## src/rtl/car_state_keeper.sv

```systemverilog
// Architectural state register for the manual-drive controller, plus the
// turn-indicator blinker and the odometer that runs while the car is moving.
module car_state_keeper #(
    parameter int unsigned MS_DIV   = 100000,
    parameter int unsigned BLINK_MS = 500,
    parameter int unsigned MILE_MS  = 1000,
    parameter int unsigned MILE_W   = 24
) (
    input  logic              clk,
    input  logic              rst,
    input  logic              next_power,
    input  logic [1:0]        next_state,
    input  logic [3:0]        next_moving_state,
    input  logic              turn_left_req,
    input  logic              turn_right_req,
    output logic              power,
    output logic [1:0]        state,
    output logic [3:0]        moving_state,
    output logic              left_led,
    output logic              right_led,
    output logic [MILE_W-1:0] mileage
);

    typedef enum logic [1:0] {
        NSTART = 2'b00,
        START  = 2'b01,
        MOVING = 2'b10
    } run_state_e;

    localparam int unsigned MS_W = (MS_DIV   > 1) ? $clog2(MS_DIV)   : 1;
    localparam int unsigned BL_W = (BLINK_MS > 1) ? $clog2(BLINK_MS) : 1;
    localparam int unsigned MI_W = (MILE_MS  > 1) ? $clog2(MILE_MS)  : 1;

    localparam logic [MS_W-1:0] MS_LAST = MS_W'(MS_DIV - 1);
    localparam logic [BL_W-1:0] BL_LAST = BL_W'(BLINK_MS - 1);
    localparam logic [MI_W-1:0] MI_LAST = MI_W'(MILE_MS - 1);

    logic              power_q,   power_d;
    run_state_e        state_q,   state_d;
    logic [3:0]        moving_q,  moving_d;
    logic              lreq_q,    lreq_d;
    logic              rreq_q,    rreq_d;
    logic [MS_W-1:0]   ms_cnt_q,  ms_cnt_d;
    logic [MI_W-1:0]   sub_q,     sub_d;
    logic [MILE_W-1:0] mileage_q, mileage_d;
    logic [BL_W-1:0]   blink_q,   blink_d;
    logic              phase_q,   phase_d;
    logic              ms_tick;
    logic              moving;

    always_comb begin
        power_d  = next_power;
        state_d  = NSTART;
        moving_d = '0;
        if (next_power && next_state != 2'b11) begin
            state_d = run_state_e'(next_state);
            if (next_state == MOVING && $onehot0(next_moving_state))
                moving_d = next_moving_state;
        end
        lreq_d = turn_left_req  & next_power;
        rreq_d = turn_right_req & next_power;

        ms_tick  = (ms_cnt_q == MS_LAST);
        ms_cnt_d = ms_tick ? '0 : ms_cnt_q + 1'b1;

        // Motion is judged on the registered state, so a tick coinciding with
        // a power drop request still counts.
        moving    = power_q && (state_q == MOVING) && (moving_q != '0);
        sub_d     = sub_q;
        mileage_d = mileage_q;
        if (ms_tick && moving) begin
            if (sub_q == MI_LAST) begin
                sub_d = '0;
                if (mileage_q != '1)
                    mileage_d = mileage_q + 1'b1;
            end else begin
                sub_d = sub_q + 1'b1;
            end
        end

        blink_d = '0;
        phase_d = 1'b1;
        if (lreq_q | rreq_q) begin
            blink_d = blink_q;
            phase_d = phase_q;
            if (ms_tick) begin
                if (blink_q == BL_LAST) begin
                    blink_d = '0;
                    phase_d = ~phase_q;
                end else begin
                    blink_d = blink_q + 1'b1;
                end
            end
        end
    end

    always_ff @(posedge clk or posedge rst) begin
        if (rst) begin
            power_q   <= 1'b0;
            state_q   <= NSTART;
            moving_q  <= '0;
            lreq_q    <= 1'b0;
            rreq_q    <= 1'b0;
            ms_cnt_q  <= '0;
            sub_q     <= '0;
            mileage_q <= '0;
            blink_q   <= '0;
            phase_q   <= 1'b1;
        end else begin
            power_q   <= power_d;
            state_q   <= state_d;
            moving_q  <= moving_d;
            lreq_q    <= lreq_d;
            rreq_q    <= rreq_d;
            ms_cnt_q  <= ms_cnt_d;
            sub_q     <= sub_d;
            mileage_q <= mileage_d;
            blink_q   <= blink_d;
            phase_q   <= phase_d;
        end
    end

    assign power        = power_q;
    assign state        = state_q;
    assign moving_state = moving_q;
    assign left_led     = power_q & lreq_q & phase_q;
    assign right_led    = power_q & rreq_q & phase_q;
    assign mileage      = mileage_q;

endmodule
```

## config.mk

```make
export PLATFORM = sky130hd
export DESIGN_NAME = car_state_keeper
export DESIGN_NICKNAME = d
export VERILOG_FILES = /design/src/rtl/car_state_keeper.sv
export SDC_FILE = /design/constraint.sdc
export NUM_CORES = 1
export LEC_CHECK = 0
export ABC_AREA = 1
export CAP_MARGIN = 10
export CELL_PAD_IN_SITES_DETAIL_PLACEMENT = 1
export CELL_PAD_IN_SITES_GLOBAL_PLACEMENT = 2
export CORE_AREA = 2 2 113 115
export CTS_CLUSTER_DIAMETER = 60
export DETAILED_ROUTE_END_ITERATION = 16
export DIE_AREA = 0 0 115 117
export PLACE_DENSITY = 0.81
export SYNTH_ARGS = -nofsm -noshare
export SYNTH_HDL_FRONTEND = slang
export SYNTH_SLANG_ARGS = --single-unit
```

## constraint.sdc

```tcl
create_clock -name clk -period 4.8 [get_ports clk]
set_input_delay 0.96 -clock clk [delete_from_list [all_inputs] [get_ports clk]]
set_output_delay 0.96 -clock clk [all_outputs]
set_load 0.005 [all_outputs]
```

# After elaboration in Yosys (flattened, before gate mapping)

Index checks and enable logic that the tools add are counted.
Widths: inputs -> output; s select.

Output and inout bits: 33
Bits in registers: 70
Word-level logic and storage cells: 54
Input port bits: 11

Order comparisons: 1
Mux-type cells: 11
Add/subtract/negate cells: 7
Reduce and logical (&&, ||, !) cells: 8
Eq/ne operators: 9
Bitwise logic cells: 8

Operator list:

| kind                  | count |
|---|---|
| $mux 9                | 3 |
| $add 24x1->24 const B | 1 |
| $ne 24x24->1 const B  | 1 |
| $add 17x1->17 const B | 1 |
| $eq 17x17->1 const B  | 1 |
| $mux 17               | 1 |
| $add 10x1->10 const B | 1 |
| $eq 10x10->1 const B  | 1 |
| $mux 10               | 1 |
| $add 9x1->9 const B   | 1 |
| $eq 9x9->1 const B    | 1 |
| $mux 4                | 2 |
| $and 1x1->1           | 6 |
| $logic_and 1x1->1     | 5 |
| $add 1x1->2           | 2 |
| $eq 2x2->1 const B    | 2 |
| $ne 2x2->1 const B    | 2 |
| $reduce_bool 4->1     | 1 |
| $add 2x2->3           | 1 |
| $le 3x1->1 const B    | 1 |
| $mux 1                | 3 |
| $reduce_and 3->1      | 1 |
| $mux 2                | 1 |
| $ne 2x1->1 const B    | 1 |
| 3 further kinds       | 3 |

# Logic depth before layout (Yosys ltp)

Gate-level depths: netlist of the first run.

Word-level depth: 6
Depth in mapped cells: 11
Depth with buffers taken out: 10

# Least setup slack after synthesis of the first run

No wires, ideal clock.

Path kind: input to register
Start point: input port next_moving_state[0]
End point: register moving_q[0] (netlist: moving_state[0])
Stages: 4
Required time: 4.667 ns
Arrival: 1.825 ns
Slack: 2.842 ns
Cells stage by stage: inv_1 > fa_1 > o2111ai_1 > nor3_1

Cells in the longest elaborated chain, start to end: 6

Ends and longest elaborated chain:

| what                              | RTL line | text |
|---|---|---|
| from (decl)                       | 13       | `input logic [3:0] next_moving_state,` |
| $add 1x1->2 (implied by the code) | 57       | `if (next_state == MOVING && $onehot0(next_moving_state))` |
| $add 2x2->3 (implied by the code) | 57       |  |
| $le 3x1->1 (implied by the code)  | 57       |  |
| $logic_and 1x1->1                 | 57       |  |
| $mux 4 *                          | 57       |  |
| $mux 4 *                          | 55       | `if (next_power && next_state != 2'b11) begin` |
| via moving_d[0]                   | 40       | `logic [3:0] moving_q, moving_d;` |
| to (signal assigned)              | 112      | `moving_q <= moving_d;` |
| to (decl)                         | 40       |  |

Mark *: on every way through the listed nets, which the timed path passes. The rest lies on a longest branch.
A chain may end at the register's enable or synchronous reset.

# Worst setup path after layout of the first run

Start point: register phase_q
End point: output port left_led

Cells in the longest elaborated chain, start to end: 1

Ends and longest elaborated chain:

| what                   | RTL line | text |
|---|---|---|
| from (decl)            | 47       | `logic phase_q, phase_d;` |
| from (signal assigned) | 119      | `phase_q <= phase_d;` |
| $and 1x1->1            | 126      | `assign left_led = power_q & lreq_q & phase_q;` |
| to (decl)              | 19       | `output logic left_led,` |

Every way passes these cells.

==> results of run 1 <==
[power groups by stage]
stage | Sequential (mW) | Clock (mW) | Combinational, mW
3_5_place_dp | 0.609 | 0 | 0.0476
4_1_cts | 0.599 | 0.686 | 0.0479
3_3_place_gp | 0.609 | 0 | 0.0459
5_1_grt | 0.599 | 0.715 | 0.0527
2_1_floorplan | 0.609 | 0 | 0.0236
6_report | 0.599 | 0.671 | 0.0458
[worst reg2reg max path: stages, from the launching register on]
cell	delay (ps)
dfrtp_1	450
ha_1	300
inv_1	110
nor2_4	70
nand2_4	90
nor2_4	40
nand3_2	100
clkinv_1	110
nor2_4	480
nand2_1	140
nand2_1	90
[registers in the layout (all words and copies together) (netlist names), 2 cells and up]
signal        count
moving_state      4
mileage          24
blink_q           9
sub_q            10
ms_cnt_q         17
state             2
[cells in the final DEF, fill, tap and decap left out, types with 2 or more instances in the layout]
master           synthesis  final
inv_1                   76     75
xnor2_1                 12     12
nor2_1                  72     72
clkdlybuf4s50_1          0     43
ha_1                     4      4
nand3b_1                 3      3
o21ai_0                 13     13
nand3_2                  2      2
clkinv_1                 2      2
or2_2                    3      3
nor2_2                   5      5
nand3_4                  2      2
o21ai_1                  2      2
nor3_1                  16     16
a21oi_1                  5      5
clkbuf_16                0      9
nand3_1                 41     41
dfrtp_1                 69     69
nand2_2                  3      3
nand2_1                204    204
nor2_4                   5      5
clkinv_2                 0      2
inv_2                    1      2
nand4_1                 10     10
xor2_1                  18     18
[layer usage]
metal / track usage / share of wire / vias up
li1: - / - / 1899
met1: 0.233 / 0.48 / 1812
met2: 0.294 / 0.47 / 45
met3: 0.0314 / 0.034 / 14
met4: 0.0683 / 0.016 / 0
met5: 0 / 0 / -
[worst paths after layout]
check                           slack (ps)                   start                endpoint
min in group asynchronous             1020                     rst        lreq_q$_DFF_PP0_
max in group asynchronous             2770                     rst  ms_cnt_q[14]$_DFF_PP0_
worst max-delay path                  2310     phase_q$_DFFE_PP1P_                left_led
worst min-delay path                   500     phase_q$_DFFE_PP1P_     phase_q$_DFFE_PP1P_
worst max register to register        2740  mileage[0]$_DFFE_PP0P_  mileage[6]$_DFFE_PP0P_
worst min register to register         500     phase_q$_DFFE_PP1P_     phase_q$_DFFE_PP1P_
[per-stage QoR]
stage                     hold WS, ps  utilization  area (um2)  cells
after floorplan                   463            -        4180    581
after global placement            481        0.386        4750    770
after detailed placement          497        0.386        4750    770
after CTS                         506        0.410        5040    785
after global routing              518        0.410        5040    785
final                             498        0.410        5040    785
[cell type report]
type                       instances  area share
clock buffer                      11      0.0481
clock inverter                     4     0.00943
inverter                          79      0.0588
multi-input combinational        427       0.412
sequential                        70       0.348
tap                              150      0.0372
timing repair buffer              44      0.0868
[kinds of logic after synthesis]
| kind of cell | share of synthesized area |
|---|---|
| xor gates and xnor gates | 0.0629 |
| adders and majority gates | 0.0168 |
| and+or+nand+nor | 0.387 |
| buffers and inverters | 0.0827 |
| DFF | 0.420 |
| AOI/OAI and AO/OA | 0.0312 |
==> metrics, run 1 <==
run status=finished clean; gpl congestion=0.812; number of flip-flops and latches in the synthesized netlist=70; HPWL Detailed=8330 um; final-report max-slew violation count=0; proportion of register bits with asynchronous set or reset after synthesis=1.00; top post-synthesis cells by area=dfrtp_1, nand2_1, inv_1; total leakage power=2.43 nW; number of warning messages in the yosys log=0; clock group share of total power=0.510; RSZ-0062 raised after global routing=no; total I/O pin count=44; Max-Slew Margin vs Limit=0.585; Setup Fix Bufs, Post-CTS=0; post-cts hold buffer count=0; filler cell count in the final layout=1,580; Buf/Inv on CP=2; Sink Count=70; number of flops mapped to enable cells by yosys=0; CTS HTree Levels=3; top cells by instance count after synthesis=nand2_1, inv_1, nor2_1, dfrtp_1, nand3_1; clock slew at the register clock pins of the worst setup and hold paths=50 ps; leading cell type by number of instances after synthesis=nand2_1; post_cts resized=0; Critical Path Fanout Max=3; Ant. Diodes=0; antenna-violating nets left=0; number of nets produced by synthesis=597; Port Buffers=43; 1st-iter DRT viols=140; startpoint-to-endpoint class of the critical path=reg -> out; count of TritonRoute iterations in the first routing pass=4; Cell variety after synth=32; largest net degree at the start of global routing=44; sort of element at the end of the critical path=output pin; starting density of the core=0.339; post-synthesis cell type with the largest combined area=dfrtp_1; Power Dens Cells=261 nW/um2; Setup Slack @ Placement=2280 ps; number of remaining DRC errors=0; worst clock skew=6.61 ps; first-pass GRT wire length=18,900 um; MaxCap Viol Count=0; Final min period=2490 ps; Flop pwr share=0.455; kind of launch point of the worst setup path=flop; total count of hold-check failures in the final report=0; sequential fraction of the synthesis area=0.420; net count reported at finish=647; worst setup margin=2310 ps; proportion of layout cells with a drive suffix above 1=0.0630; TNS Setup=0 ps; highest clock rate=401 MHz; fraction of power spent switching nets=0.221; worst-case clock buffer depth=2; vertical extent of the die=117 um; DR vias/cell=4.80; placeable core region=12,300 um2; via count of the first global-routing pass=3,876; switching power=0.290 mW; overall routed net length=11,000 um; CP max-delay cell=dfstp_2; number of setup violations in the final report=0; Num CTS Buffers=9; part of the total power dissipated in combinational logic=0.035; class of the tightest hold or removal check=reg -> reg; Final period util=0.519; total number of placement rows=41; total stage count of the critical path=3; post-synth design cell area=4180 um2; internal power=1.02 mW; average routed wire per standard cell=14.0 um; remaining global-route overflow=0; floorplan die area=13,500 um2; via count=3,770; kind of cell with the highest combined delay on the critical path=buffers and inverters; Final Power=1.31 mW; measured slew at the worst slew-check pin=622 ps; Avg Synthesized Cell Area=7.19 um2; footprint of the flip-flops and latches=1750 um2; Post-synth top flop=dfrtp_1; worst-case vdd ir drop=133 uV; crit path DAT=1530 ps; area share of the largest cell type after synthesis=0.414; Critical Path RT=3840 ps; overall track demand over capacity in global routing=0.177; initial antenna violation count=0; worst hold path cell count=2; post-synthesis to final-layout area growth=20.8%; number of standard cells after synthesis=581; source-to-sink clock delay at the later pin of the worst-skew pair=340 ps; TritonCTS clock tree=yes; CTS root buffer=clkbuf_16; Horiz. Die Dim=115 um; area occupied by multi-input gates=2080 um2; cell count of the worst reg-to-reg path=10; cells along the critical path=inv_1 > nor2_1 > clkdlybuf4s50_1; Max stage delay on crit path=530 ps
(Power assumes the default switching activity.)
==> run 2, diff against run 1 <==
Settings changed: CORE_AREA 2 2 113 115 to 2 2 118 120, DIE_AREA 0 0 115 117 to 0 0 120 122, PLACE_DENSITY 0.81 to 0.74.
Clock period 4.8 ns to 2.53 ns, I/O delays scaled along.
==> run 2 against run 1 <==
Against the previous run: flip-flop and latch count unchanged; critical path type unchanged; sequential power up 90%; cell count up 4.1%; clock power up 110%; clock skew down 0.53 ps; largest power group unchanged.
==> metrics, run 2 (synthesis gave the netlist of run 1 again) <==
overall track demand over capacity in global routing=0.162; RSZ-0062 raised after global routing=no; crit path DAT=1590 ps; vertical extent of the die=122 um; kind of cell with the highest combined delay on the critical path=buffers and inverters; Buf/Inv on CP=2; Horiz. Die Dim=120 um; most common cell after layout, fill and taps aside=nand2_1; largest net degree at the start of global routing=43; proportion of layout cells with a drive suffix above 1=0.0675; HPWL Detailed=8350 um; Final period util=0.828; final-report max-slew violation count=0; Setup Fix Bufs, Post-CTS=0; MaxCap Viol Count=0; hold_ws=387 ps; number of setup violations in the final report=0; worst clock skew=6.09 ps; average routed wire per standard cell=13.4 um; net count reported at finish=648; Power Dens Cells=509 nW/um2; post-cts hold buffer count=0; sort of element at the end of the critical path=output pin; final cell area excluding filler cells=5130 um2; Max-Slew Margin vs Limit=0.606; Port Buffers=43; class of the tightest hold or removal check=in -> async; post_cts resized=0; startpoint-to-endpoint class of the critical path=reg -> out; clock slew at the register clock pins of the worst setup and hold paths=50 ps; kind of launch point of the worst setup path=flop; cells along the critical path=inv_1 > nor2_1 > clkdlybuf4s50_1; 1st-iter DRT viols=146; area post-placement=4810 um2; Max stage delay on crit path=530 ps; source-to-sink clock delay at the later pin of the worst-skew pair=340 ps; TritonCTS clock tree=yes; via count=3,741; TNS Setup=0 ps; Sink Count=70; CP max-delay cell=dfstp_2; via count of the first global-routing pass=3,925; DR vias/cell=4.58; antenna-violating nets left=0; total number of placement rows=43; Critical Path Fanout Max=3; count of TritonRoute iterations in the first routing pass=4; highest clock rate=477 MHz; gpl congestion=0.775; total count of hold-check failures in the final report=0; CTS root buffer=clkbuf_16; total I/O pin count=44; run status=finished clean; CTS HTree Levels=3; number of remaining DRC errors=0; overall routed net length=10,900 um; highest-count cells in the layout ignoring fill and taps=nand2_1, inv_1, nor2_1; post-synthesis to final-layout area growth=23.0%; worst-case clock buffer depth=2; flip-flop count of the largest register after layout=24; floorplan die area=14,600 um2; remaining global-route overflow=0; starting density of the core=0.309; first-pass GRT wire length=18,900 um; Ant. Diodes=0; worst-case vdd ir drop=231 uV; filler cell count in the final layout=1,690; Critical Path RT=2020 ps; Final min period=2090 ps; measured slew at the worst slew-check pin=590 ps; placeable core region=13,500 um2; total leakage power=2.45 nW; initial antenna violation count=0; Num CTS Buffers=9
[run 2: report_power, final]
part           internal (mW)  total (mW)  switching (mW)  leakage, nW
registers               1.13        1.14         0.00546        0.954
clock network          0.886        1.39           0.502        0.154
logic                 0.0357      0.0902          0.0545         1.35
[run 2: layer usage]
layer	up-vias	share of wire	GRT usage	wire length (um)
li1	1897	-	-	-
met1	1799	0.48	0.211	5280
met2	30	0.48	0.268	5200
met3	15	0.025	0.0300	268
met4	0	0.016	0.0596	172
met5	-	0	0	0
[run 2: final timing paths]
| kind | endpoint | slack (ps) | cells after the start | start |
|---|---|---|---|---|
| setup / recovery | left_led | 440 | 3 | phase_q$_DFFE_PP1P_ |
| hold / removal | blink_q[4]$_DFFE_PP0P_ | 390 | 2 | rst |
| setup reg to reg | mileage[4]$_DFFE_PP0P_ | 530 | 10 | mileage[0]$_DFFE_PP0P_ |
| hold reg to reg | phase_q$_DFFE_PP1P_ | 510 | 2 | phase_q$_DFFE_PP1P_ |
| max in group asynchronous | ms_cnt_q[15]$_DFF_PP0_ | 1600 | 3 | rst |
| min in group clk | phase_q$_DFFE_PP1P_ | 510 | 2 | phase_q$_DFFE_PP1P_ |
[run 2: cell type report]
type | instances | area [um2] | share of cell area
Multi-Input combinational cell | 427 | 2080 | 0.405
Clock buffer | 10 | 239 | 0.0466
Clock inverter | 6 | 85.1 | 0.0166
Sequential cell | 70 | 1750 | 0.341
Timing Repair Buffer | 45 | 458 | 0.0892
Tap cell | 180 | 225 | 0.0439
Inverter | 79 | 297 | 0.0578
[run 2: through the flow]
step,total power [mW],instances,utilization,worst slack (ps)
finish,2.61,817,0.380,436
global route,2.71,817,0.380,326
CTS,2.66,817,0.380,423
detailed placement,1.25,801,0.356,459
global placement,1.25,801,0.356,526
floorplan,1.20,581,-,257
